File: config.mk
export PLATFORM = sky130hd
export DESIGN_NAME = note_envelope_generator
export DESIGN_NICKNAME = d
export VERILOG_FILES = /design/src/rtl/note_envelope_generator.sv
export SDC_FILE = /design/constraint.sdc
export NUM_CORES = 1
export LEC_CHECK = 0
export CELL_PAD_IN_SITES_DETAIL_PLACEMENT = 0
export CELL_PAD_IN_SITES_GLOBAL_PLACEMENT = 2
export CORE_UTILIZATION = 35
export DETAILED_ROUTE_END_ITERATION = 8
export GPL_TIMING_DRIVEN = 0
export PLACE_DENSITY = 0.84
export SYNTH_ARGS = -nofsm -noshare
export SYNTH_HDL_FRONTEND = slang
export SYNTH_SLANG_ARGS = --single-unit
File: constraint.sdc
create_clock -name CLK_32KHz -period 6.6 [get_ports CLK_32KHz]
set_clock_uncertainty 0.05 [all_clocks]
set_input_delay 0.99 -clock CLK_32KHz [delete_from_list [all_inputs] [get_ports CLK_32KHz]]
set_output_delay 0.99 -clock CLK_32KHz [all_outputs]
set_load 0.01 [all_outputs]
File: src/rtl/note_envelope_generator.sv
// note_envelope_generator: per-voice ADSR envelope and note latch feeding the
// tone generator's frequency/amplitude inputs. Runs on the 32 kHz sample clock.
// Optional feature macro: ENVELOPE_EXP_RELEASE_EN selects an exponential
// release (level -= (level>>3)+1) instead of the linear releaseStep.
module note_envelope_generator #(
   parameter int unsigned PRESCALE = 32
) (
   input  logic        CLK_32KHz,
   input  logic        reset_n,
   input  logic        gate,
   input  logic [13:0] inputFrequency,
   input  logic [7:0]  attackStep,
   input  logic [7:0]  decayStep,
   input  logic [7:0]  sustainLevel,
   input  logic [7:0]  releaseStep,
   output logic [13:0] outputFrequency,
   output logic [7:0]  outputAmplitude,
   output logic        active,
   output logic        noteDone
);

   localparam int unsigned PW = 11;
   localparam int unsigned LW = 8;
   localparam int unsigned FW = 14;
   localparam logic [PW-1:0] TICK_CNT = PW'(PRESCALE - 1);
   localparam logic [LW-1:0] LVL_MAX  = {LW{1'b1}};

   typedef enum logic [2:0] {
      S_IDLE,
      S_ATTACK,
      S_DECAY,
      S_SUSTAIN,
      S_RELEASE
   } state_t;

   state_t        r_state;
   logic          r_gate_q;
   logic [PW-1:0] r_presc;
   logic [LW-1:0] r_level;
   logic [FW-1:0] r_freq;
   logic [LW-1:0] r_atk;
   logic [LW-1:0] r_dec;
   logic [LW-1:0] r_sus;
   logic          r_active;
   logic          r_done;

   state_t        w_state_nxt;
   logic [LW-1:0] w_level_nxt;
   logic          w_done_nxt;
   logic          w_start;
   logic          w_tick;
   logic [PW-1:0] w_presc_nxt;
   logic [LW-1:0] w_atk_eff;
   logic [LW-1:0] w_dec_eff;
   logic [LW:0]   w_atk_sum;
   logic [LW-1:0] w_atk_lvl;
   logic [LW:0]   w_dec_floor;
   logic [LW-1:0] w_dec_lvl;
   logic [LW-1:0] w_rel_amt;
   logic [LW-1:0] w_rel_lvl;

`ifdef ENVELOPE_EXP_RELEASE_EN
   logic w_unused_rel;
   assign w_unused_rel = ^releaseStep;

   // Exponential release: step shrinks with the level, always at least 1.
   always_comb begin
      w_rel_amt = (r_level >> 3) + LW'(1);
   end
`else
   logic [LW-1:0] r_rel;

   // Linear release: zero step means an instant drop.
   always_comb begin
      w_rel_amt = (r_rel == '0) ? LVL_MAX : r_rel;
   end
`endif

   // Note start detection and prescaler tick/next count.
   always_comb begin
      w_start = gate & ~r_gate_q;
      w_tick  = (r_presc == TICK_CNT);
      if (w_start || w_tick) begin
         w_presc_nxt = '0;
      end else begin
         w_presc_nxt = r_presc + PW'(1);
      end
   end

   // Candidate levels for each envelope segment, saturated at the bounds.
   always_comb begin
      w_atk_eff   = (r_atk == '0) ? LVL_MAX : r_atk;
      w_dec_eff   = (r_dec == '0) ? LVL_MAX : r_dec;
      w_atk_sum   = {1'b0, r_level} + {1'b0, w_atk_eff};
      w_atk_lvl   = w_atk_sum[LW] ? LVL_MAX : w_atk_sum[LW-1:0];
      w_dec_floor = {1'b0, r_sus} + {1'b0, w_dec_eff};
      if ({1'b0, r_level} > w_dec_floor) begin
         w_dec_lvl = r_level - w_dec_eff;
      end else begin
         w_dec_lvl = r_sus;
      end
      if (r_level > w_rel_amt) begin
         w_rel_lvl = r_level - w_rel_amt;
      end else begin
         w_rel_lvl = '0;
      end
   end

   // Next-state and next-level logic; note start beats gate-low beats tick.
   always_comb begin
      w_state_nxt = r_state;
      w_level_nxt = r_level;
      w_done_nxt  = 1'b0;
      if (w_start) begin
         w_state_nxt = S_ATTACK;
      end else begin
         case (r_state)
            S_IDLE: begin
               w_state_nxt = S_IDLE;
            end
            S_ATTACK: begin
               if (!gate) begin
                  w_state_nxt = S_RELEASE;
               end else if (w_tick) begin
                  w_level_nxt = w_atk_lvl;
                  if (w_atk_lvl == LVL_MAX) begin
                     w_state_nxt = S_DECAY;
                  end
               end
            end
            S_DECAY: begin
               if (!gate) begin
                  w_state_nxt = S_RELEASE;
               end else if (w_tick) begin
                  w_level_nxt = w_dec_lvl;
                  if (w_dec_lvl == r_sus) begin
                     w_state_nxt = S_SUSTAIN;
                  end
               end
            end
            S_SUSTAIN: begin
               if (!gate) begin
                  w_state_nxt = S_RELEASE;
               end else begin
                  w_level_nxt = r_sus;
               end
            end
            S_RELEASE: begin
               if (w_tick) begin
                  w_level_nxt = w_rel_lvl;
                  if (w_rel_lvl == '0) begin
                     w_state_nxt = S_IDLE;
                     w_done_nxt  = 1'b1;
                  end
               end
            end
            default: begin
               w_state_nxt = S_IDLE;
            end
         endcase
      end
   end

   // State, level and status registers.
   always_ff @(posedge CLK_32KHz or negedge reset_n) begin
      if (!reset_n) begin
         r_state  <= S_IDLE;
         r_gate_q <= 1'b0;
         r_presc  <= '0;
         r_level  <= '0;
         r_active <= 1'b0;
         r_done   <= 1'b0;
      end else begin
         r_state  <= w_state_nxt;
         r_gate_q <= gate;
         r_presc  <= w_presc_nxt;
         r_level  <= w_level_nxt;
         r_active <= (w_state_nxt != S_IDLE);
         r_done   <= w_done_nxt;
      end
   end

   // Note parameters captured on note start and held until the next one.
   always_ff @(posedge CLK_32KHz or negedge reset_n) begin
      if (!reset_n) begin
         r_freq <= '0;
         r_atk  <= '0;
         r_dec  <= '0;
         r_sus  <= '0;
      end else if (w_start) begin
         r_freq <= inputFrequency;
         r_atk  <= attackStep;
         r_dec  <= decayStep;
         r_sus  <= sustainLevel;
      end
   end

`ifndef ENVELOPE_EXP_RELEASE_EN
   // Release step captured on note start.
   always_ff @(posedge CLK_32KHz or negedge reset_n) begin
      if (!reset_n) begin
         r_rel <= '0;
      end else if (w_start) begin
         r_rel <= releaseStep;
      end
   end
`endif

   assign outputFrequency = r_freq;
   assign outputAmplitude = r_level;
   assign active          = r_active;
   assign noteDone        = r_done;

endmodule

==> results of run 1 <==
-- report_power, final --
group	switching, mW	internal, mW
sequential	0.0545	0.492
combinational	0.287	0.283
clock	0.183	0.328
total	0.525	1.10
-- final cells by class --
| type | count | area share |
|---|---|---|
| buffer | 15 | 0.0107 |
| clock buffer | 9 | 0.0357 |
| clock inverter | 7 | 0.0139 |
| inverter | 20 | 0.0119 |
| multi-input combinational | 409 | 0.492 |
| sequential | 71 | 0.282 |
| tap | 180 | 0.0357 |
| timing repair buffer | 73 | 0.118 |
-- layout by cell type, fill, tap and decap left out, types with 11 or more instances in the layout --
master            n
a21oi_1          22
nand2b_1         12
mux2_2           45
a21o_1           16
nor2_1           56
clkbuf_1         12
or2_2            18
xor2_1           11
nand3_1          12
xnor2_1          23
dfrtp_1          71
nand2_1          24
o21ai_0          12
clkdlybuf4s50_1  71
inv_1            19
ha_1             42
-- worst paths after layout --
check | from | endpoint | slack, ns | cells past startpoint
hold reg to reg | r_presc[0] | r_presc[0] | 0.43 | 1
max in group asynchronous | reset_n | r_dec[6] | 5.54 | 2
setup reg to reg | r_dec[4] | outputAmplitude[5] | 1.56 | 20
min in group CLK_32KHz | r_presc[0] | r_presc[0] | 0.43 | 1
hold / removal | reset_n | r_sus[1] | 0.41 | 1
setup / recovery | r_dec[4] | outputAmplitude[5] | 1.56 | 20
-- critical path, stage by stage, from the launching register on --
cell and delay [ns]:
dfrtp_1 0.39, or4_4 0.56, nor3_4 0.25, or2_2 0.23, ha_1 0.24, a21o_1 0.17
a21o_1 0.19, a21o_1 0.18, a21o_1 0.19, a21oi_1 0.14, o21bai_1 0.10, xnor2_1 0.14
ha_1 0.29, nand2_1 0.07, nor3_1 0.04, a2111oi_0 0.36, o21a_1 0.32, nand3_1 0.28
mux2i_1 0.22, a2111oi_0 0.42, a21o_1 0.13
-- per-layer routing --
| metal | up-vias | wire length [um] | track usage | part of all wire |
|---|---|---|---|---|
| met2 | 64 | 5820 | 0.296 | 0.47 |
| li1 | 2027 | - | - | - |
| met4 | 0 | 211 | 0.0610 | 0.017 |
| met5 | - | 0 | 0 | 0 |
| met1 | 1964 | 5940 | 0.240 | 0.48 |
| met3 | 16 | 390 | 0.0356 | 0.032 |
-- registers in the layout, summed over array words and instances, names as in the netlist --
| signal | flops |
|---|---|
| r_state | 3 |
| r_gate_q | 1 |
| outputAmplitude | 8 |
| r_presc | 11 |
| r_rel | 8 |
| r_sus | 8 |
| r_atk | 8 |
| noteDone | 1 |
| active | 1 |
| r_dec | 8 |
| outputFrequency | 14 |
-- kinds of logic (layout without fill, tap and decap cells) --
family	count (synthesis)	in the layout	share of synthesized area
and+or+nand+nor	170	170	0.173
AOI/OAI and AO/OA	107	107	0.148
DFF	71	71	0.353
muxes	50	50	0.111
adders and majority gates	46	46	0.120
xor gates and xnor gates	36	36	0.0657
buffers and inverters	35	124	0.0284
==> metrics.txt, run 1 <==
status completed; DR vias about 4.1k; Synth-to-Final Area Change 25.5%; Synth top area share 0.353; Netlist Area Pre-Place 0.00503 mm2; clk slew on worst S/H paths 0.06 ns; initial antenna violation count 0; Initial Utilization 0.361; Via density between 5 and 6; Mapped Cells 515; Port Buffers 72; critical path class reg2reg; largest net degree at the start of global routing 66; Final ANT Viol Nets 0; vias in the first global route 4,084; Slew @ Worst Pin 0.830 ns; WP data arrival 5.27 ns; PnR Total Power 1.63 mW; hold crit path type in2async; placed insts ~770; gpl congestion ~0.87; setup tns final 0 ns; H-tree levels 3; Yosys reg bits 71; CP Data Required Time 6.83 ns; Sequential Area 0.00178 mm2; Synth warnings 0; Detailed Place HPWL just under 10,000 um; final setup violation count 0; CTS sink cnt between 70 and 80; Distinct cells, synth between 60 and 70; Post-Route WL 12,400 um; DR iter-0 viols between 150 and 200; number of flops mapped to enable cells by yosys 0; final setup margin 1.56 ns; Max Clk Rate 198 MHz; ys flop type dfrtp_1; CTS Buf Count 9; first-pass GRT wire length 20,500 um; Slew Limit Fails 0; worst-path fanout max 7; final instance area roughly 0.0063 mm2; maxcap violations 0; most frequent cell after synthesis dfrtp_1; Max IR drop VDD 0.116 mV; layout net count slightly below 700; CTS tree yes; Avg WL per Cell 15.8 um; fillers 1,361; DP Area ~0.006 mm2; Post-synth top cells dfrtp_1, nor2_1, mux2_2; Total GRT Usage 0.182; core area 0.0139 mm2; sequential share of the synthesized area 0.353; Die Span Y 122 um; Syn Area/Cell ~10 um2; CTS max path bufs 2; ranking of synthesized cells by area dfrtp_1, ha_1, mux2_2; max_slew headroom 0.447; Tmin final 5.04 ns; crit share post-route 0.763; final hold vios 0; area of the multi-input gates a little over 0.003 mm2; diodes inserted 0; CTS hold repair buffers 0; Die ar. 0.0148 mm2; IO Count 73; Yosys top cell by area dfrtp_1; Async SR Flop Fraction 1.00; first drt pass iteration count 4; Layout Utilization 0.453; residual DRC count 0; root cell of the clock tree clkbuf_16; PD cells 258 mW/mm2; Worst setup EP type register; die width roughly 120 um; Worst-Skew Late Latency 0.34 ns; Worst Hold Slack 0.412 ns; share of layout cells above drive strength 1 0.161; Final Non-Filler Cells 784; cts repair resizes 0; RSZ-0062 raised after global routing false; Place WS 1.54 ns; Core Rows 43; gr ovfl total 0; critical path startpoint category register; cell leakage power 2.81 nW; Net Count, Synth 610; setup bufs post-CTS 0
(Power assumes the default switching activity.)
==> run 2, diff against run 1 <==
--- a/config.mk
+++ b/config.mk
@@ -7,10 +7,10 @@
 export LEC_CHECK = 0
 export CELL_PAD_IN_SITES_DETAIL_PLACEMENT = 0
 export CELL_PAD_IN_SITES_GLOBAL_PLACEMENT = 2
-export CORE_UTILIZATION = 35
+export CORE_UTILIZATION = 31
 export DETAILED_ROUTE_END_ITERATION = 8
 export GPL_TIMING_DRIVEN = 0
-export PLACE_DENSITY = 0.84
+export PLACE_DENSITY = 0.79
 export SYNTH_ARGS = -nofsm -noshare
 export SYNTH_HDL_FRONTEND = slang
 export SYNTH_SLANG_ARGS = --single-unit
==> constraint.sdc (replaced) <==
create_clock -name CLK_32KHz -period 4.3 [get_ports CLK_32KHz]
set_clock_uncertainty 0.05 [all_clocks]
set_input_delay 0.645 -clock CLK_32KHz [delete_from_list [all_inputs] [get_ports CLK_32KHz]]
set_output_delay 0.645 -clock CLK_32KHz [all_outputs]
set_load 0.01 [all_outputs]
==> metrics.txt, run 2 (synthesized netlist as in run 1, its figures left out) <==
share of layout cells above drive strength 1 0.195 (was 0.161); crit share post-route 1.01 (was 0.763); Sequential Area 0.00178 mm2 (unchanged); largest net degree at the start of global routing 68 (was 66); diodes inserted 0 (unchanged); CTS tree yes (unchanged); max_slew headroom 0.378 (was 0.447); Slew @ Worst Pin 0.933 ns (was 0.830 ns); vias in the first global route 4,172 (was 4,084); Detailed Place HPWL 10,100 um (was 9700 um); commonest cells after routing, fill and taps aside dfrtp_1, clkdlybuf4s50_1, nor2_1, mux2_2, ha_1 (unchanged); fillers 1,621 (was 1,361); worst-path fanout max 5 (was 7); critical path class reg2reg (unchanged); final setup violation count 3 (was 0); Max IR drop VDD 0.189 mV (was 0.116 mV); clk slew on worst S/H paths 0.06 ns (about the same); Via density 4.99 (was 5.19); die width 129 um (was 122 um); failing checks setup timing; H-tree levels 3 (unchanged); Final ANT Viol Nets 0 (unchanged); gr ovfl total 0 (unchanged); gpl congestion 0.888 (was 0.868); CTS max path bufs 2 (unchanged); CP Data Required Time 4.48 ns (was 6.83 ns); Die Span Y 129 um (was 122 um); Core Rows 46 (was 43); CTS sink cnt 71 (unchanged); critical path startpoint category register (unchanged); layout net count 705 (was 694); Worst setup EP type register (unchanged); hold crit path type in2async (unchanged); initial antenna violation count 0 (unchanged); RSZ-0062 raised after global routing true (was false); max reg flops 14 (unchanged); first-pass GRT wire length 21,600 um (was 20,500 um); DR iter-0 viols 190 (was 164); cell leakage power 2.88 nW (was 2.81 nW); first drt pass iteration count 5 (was 4); status finished with violations (was completed); Die ar. 0.0167 mm2 (was 0.0148 mm2); CTS hold repair buffers 0 (unchanged); Worst-Skew Late Latency 0.34 ns (about the same); maxcap violations 0 (unchanged); Max Clk Rate 231 MHz (was 198 MHz); Tmin final 4.33 ns (was 5.04 ns); root cell of the clock tree clkbuf_16 (unchanged); Worst Hold Slack 0.0553 ns (was 0.412 ns); placed insts 804 (was 768); IO Count 73 (unchanged); Place WS -0.420 ns (was 1.54 ns); PD cells 395 mW/mm2 (was 258 mW/mm2); Slew Limit Fails 0 (unchanged); final hold vios 0 (unchanged); Synth-to-Final Area Change 29.9% (was 25.5%); core area 0.0159 mm2 (was 0.0139 mm2); Total GRT Usage 0.171 (was 0.182); CTS Buf Count 9 (unchanged); area of the multi-input gates 0.00321 mm2 (was 0.00311 mm2); WP data arrival 4.51 ns (was 5.27 ns); Initial Utilization 0.316 (was 0.361); Layout Utilization 0.411 (was 0.453); DR vias 4,145 (was 4,071); Port Buffers 72 (unchanged); Avg WL per Cell 16.0 um (was 15.8 um); residual DRC count 0 (unchanged); Final Non-Filler Cells 830 (was 784); Post-Route WL 13,300 um (was 12,400 um); final setup margin -0.0328 ns (was 1.56 ns)
run 2: what timing repair did:
item / CTS / global route
resized for setup: 8 / 8
cloned: 0 / 0
hold endpoints to repair: 0 / 0
buffers inserted: 8 / 3
endpoints found under the setup margin: 10 / 10
pin swaps: 4 / 4
run 2: report_power, final:
group          switching (mW)  internal [mW]
logic                   0.495          0.493
registers              0.0854          0.755
clock network           0.292          0.461
run 2: critical path: stages (launching register included):
cell       delay [ns]
dfrtp_1          0.38
or4_4            0.55
nor3_4           0.15
or2_4            0.17
ha_4             0.19
a21o_1           0.17
a21o_1           0.16
a21o_1           0.19
a21o_1           0.17
a21oi_2          0.12
o21bai_1         0.09
xnor2_1          0.14
ha_1             0.31
nand2_1          0.08
nor3_2           0.04
a2111oi_2        0.21
o21a_2           0.24
buf_4            0.15
nand2_1          0.10
mux2i_1          0.16
a221oi_2         0.29
nor2_1           0.08
run 2: final timing paths:
path	end	slack, ns	cells after the start	start
worst max-delay path	outputAmplitude[2]	-0.03	21	r_dec[6]
worst min-delay path	r_atk[3]	0.06	1	reset_n
max in group asynchronous	r_sus[4]	3.61	2	reset_n
worst min register to register	r_presc[0]	0.43	1	r_presc[0]
min in group CLK_32KHz	r_presc[0]	0.43	1	r_presc[0]
worst max register to register	outputAmplitude[2]	-0.03	21	r_dec[6]
run 2: cell type report:
cell class                      count  area share
Buffer                             15      0.0103
Clock buffer                       10      0.0366
Clock inverter                      5     0.00900
Inverter                           20      0.0115
Multi-Input combinational cell    409       0.492
Sequential cell                    71       0.272
Tap cell                          216      0.0414
Timing Repair Buffer               84       0.127
run 2: per-stage QoR:
stage	setup TNS, ns	power [mW]	area [um2]
floorplan	0	1.47	5050
global placement	-5.30	1.73	6040
detailed placement	-2.50	1.75	6070
CTS	-0.189	2.58	6460
global route	-1.92	2.76	6530
finish	-0.0760	2.58	6530
run 2: layer usage:
layer / vias up / wire length (um) / GRT usage
met5: - / 0 / 0
met4: 0 / 235 / 0.0533
met3: 14 / 427 / 0.0326
met2: 65 / 6150 / 0.276
met1: 2012 / 6470 / 0.231
li1: 2054 / - / -
==> run 3, diff against run 2 <==
--- a/config.mk
+++ b/config.mk
@@ -6,11 +6,12 @@
 export NUM_CORES = 1
 export LEC_CHECK = 0
 export CELL_PAD_IN_SITES_DETAIL_PLACEMENT = 0
-export CELL_PAD_IN_SITES_GLOBAL_PLACEMENT = 2
-export CORE_UTILIZATION = 31
+export CELL_PAD_IN_SITES_GLOBAL_PLACEMENT = 1
+export CORE_UTILIZATION = 39
 export DETAILED_ROUTE_END_ITERATION = 8
 export GPL_TIMING_DRIVEN = 0
-export PLACE_DENSITY = 0.79
+export HOLD_SLACK_MARGIN = 0.06
+export PLACE_DENSITY = 0.81
 export SYNTH_ARGS = -nofsm -noshare
 export SYNTH_HDL_FRONTEND = slang
 export SYNTH_SLANG_ARGS = --single-unit
==> metrics.txt, run 3 (synthesized netlist as in run 1, its figures left out) <==
status finished with violations (unchanged); failing checks setup timing (unchanged); cell count of the worst reg-to-reg path 20 (was 21); Layout Utilization 0.516 (was 0.411); cell leakage power 2.88 nW (about the same); Final ANT Viol Nets 0 (unchanged); hold crit path type in2async (unchanged); final hold vios 0 (unchanged); commonest cells after routing, fill and taps aside dfrtp_1, clkdlybuf4s50_1, nor2_1, mux2_2, ha_1 (unchanged); Initial Utilization 0.400 (was 0.316); CP most frequent cell a21o_1 (unchanged); CTS hold repair buffers 0 (unchanged); Total GRT Usage 0.203 (was 0.171); CTS max path bufs 2 (unchanged); Crit-path slowest cell or4_4 (unchanged); initial antenna violation count 0 (unchanged); Max Clk Rate 229 MHz (was 231 MHz); gpl congestion 0.875 (was 0.888); core area 0.0126 mm2 (was 0.0159 mm2); PnR Total Power 2.67 mW (was 2.58 mW); CTS Buf Count 9 (unchanged); Slew @ Worst Pin 0.924 ns (was 0.933 ns); Port Buffers 72 (unchanged); CP Data Required Time 4.46 ns (was 4.48 ns); Buf/Inv on CP 0 (was 1); layout net count 704 (was 705); crit share post-route 1.01 (about the same); share of layout cells above drive strength 1 0.195 (unchanged); Detailed Place HPWL 9670 um (was 10,100 um); max_slew headroom 0.384 (was 0.378); Place WS -0.432 ns (was -0.420 ns); Setup crit start r_dec[6] (unchanged); critical register-to-register path endpoint active (was outputAmplitude[2]); H-tree levels 3 (unchanged); Max IR drop VDD 0.216 mV (was 0.189 mV); gr ovfl total 0 (unchanged); Worst setup EP type register (unchanged); Tmin final 4.36 ns (was 4.33 ns); die width 116 um (was 129 um); WP data arrival 4.52 ns (was 4.51 ns); setup tns final -0.133 ns (was -0.0760 ns); Slew Limit Fails 0 (unchanged); first-pass GRT wire length 20,600 um (was 21,600 um); root cell of the clock tree clkbuf_16 (unchanged); vias in the first global route 4,201 (was 4,172); DR vias 4,233 (was 4,145); first drt pass iteration count 5 (unchanged); reg-to-reg startpoint r_dec[6] (unchanged); largest net degree at the start of global routing 72 (was 68); Via density 5.39 (was 4.99); worst-path fanout max 3 (was 5); RSZ-0062 raised after global routing true (unchanged); CTS tree yes (unchanged); CTS sink cnt 71 (unchanged); worst path cell trace or4_4 -> nor3_4 -> or2_4 -> ha_4 -> a21o_1 -> a21o_1 -> a21o_1 -> a21o_1 -> a21oi_2 -> o21bai_1 -> xnor2_1 -> ha_1 -> nand2_1 -> nor3_2 -> a2111oi_2 -> o21a_2 -> a21oi_4 -> a2111oi_4 -> o41ai_2 -> or3_1 (was or4_4 -> nor3_4 -> or2_4 -> ha_4 -> a21o_1 -> a21o_1 -> a21o_1 -> a21o_1 -> a21oi_2 -> o21bai_1 -> xnor2_1 -> ha_1 -> nand2_1 -> nor3_2 -> a2111oi_2 -> o21a_2 -> buf_4 -> nand2_1 -> mux2i_1 -> a221oi_2 -> nor2_1); Worst Hold Slack 0.385 ns (was 0.0553 ns); Die Span Y 116 um (was 129 um); clk slew on worst S/H paths 0.06 ns (about the same); IO Count 73 (unchanged); critical path startpoint category register (unchanged); family with the most delay on the worst path compound AO/OA/AOI/OAI gates (unchanged); diodes inserted 0 (unchanged); Synth-to-Final Area Change 29.0% (was 29.9%); residual DRC count 0 (unchanged); final setup margin -0.0612 ns (was -0.0328 ns); maxcap violations 0 (unchanged); Worst-Skew Late Latency 0.34 ns (about the same); Core Rows 41 (was 46); Post-Route WL 12,900 um (was 13,300 um); PD cells 411 mW/mm2 (was 395 mW/mm2); critical path class reg2reg (unchanged); final setup violation count 3 (unchanged); max reg flops 14 (unchanged); Avg WL per Cell 16.4 um (was 16.0 um); Die ar. 0.0133 mm2 (was 0.0167 mm2); r2r setup slk -0.06 ns (was -0.03 ns); DR iter-0 viols 177 (was 190); Critical Path Max Stage Delay 0.56 ns (was 0.55 ns)
==> run 3: cell count changes in the layout (fill, tap and decap cells not counted), sizes merged <==
cell      delta
clkinv       -1
buf          -1
clkinvlp     -1
bufinv       +1
clkbuf       +2
==> run 3: worst max path at each step <==
stage,to,slack (ns),cells past startpoint
floorplan,active,0.007,20
global placement,active,-0.35,20
detailed placement,active,-0.43,20
CTS,active,-0.36,20
global route,outputAmplitude[5],-0.29,21
finish,active,-0.06,20
==> run 3: routing by layer <==
metal | vias to the layer above | GRT usage | share of wire
met4 | 0 | 0.0926 | 0.027
met3 | 24 | 0.0356 | 0.044
met2 | 101 | 0.331 | 0.47
li1 | 2049 | - | -
met5 | - | 0 | 0
met1 | 2059 | 0.264 | 0.46
==> run 3: through the flow <==
stage                     area [um2]  cells
after floorplan                 5050    515
after global placement          5990    759
after detailed placement        5990    759
after CTS                       6420    781
after global routing            6480    786
final                           6480    786
==> run 3: where the power goes <==
part           switching, mW  total, mW  internal [mW]  leakage, nW
sequential            0.0876      0.843          0.755        0.861
combinational          0.489      0.977          0.489         1.85
clock                  0.291      0.847          0.556        0.165
total                  0.867       2.67           1.80         2.88
==> run 3: layout make-up <==
| cell class | count | area (um2) |
|---|---|---|
| Inverter | 20 | 75.1 |
| Tap cell | 172 | 215 |
| Timing Repair Buffer | 83 | 805 |
| Fill cell | 1118 | 6080 |
| Clock buffer | 12 | 267 |
| Sequential cell | 71 | 1780 |
| Multi-Input combinational cell | 409 | 3200 |
| Clock inverter | 4 | 76.3 |
| Buffer | 15 | 67.6 |
==> run 3: what timing repair did <==
| action | CTS | global route |
|---|---|---|
| pin swaps | 20 | 17 |
| setup endpoints to repair | 10 | 10 |
| resized for setup | 8 | 7 |
| buffers inserted | 6 | 5 |
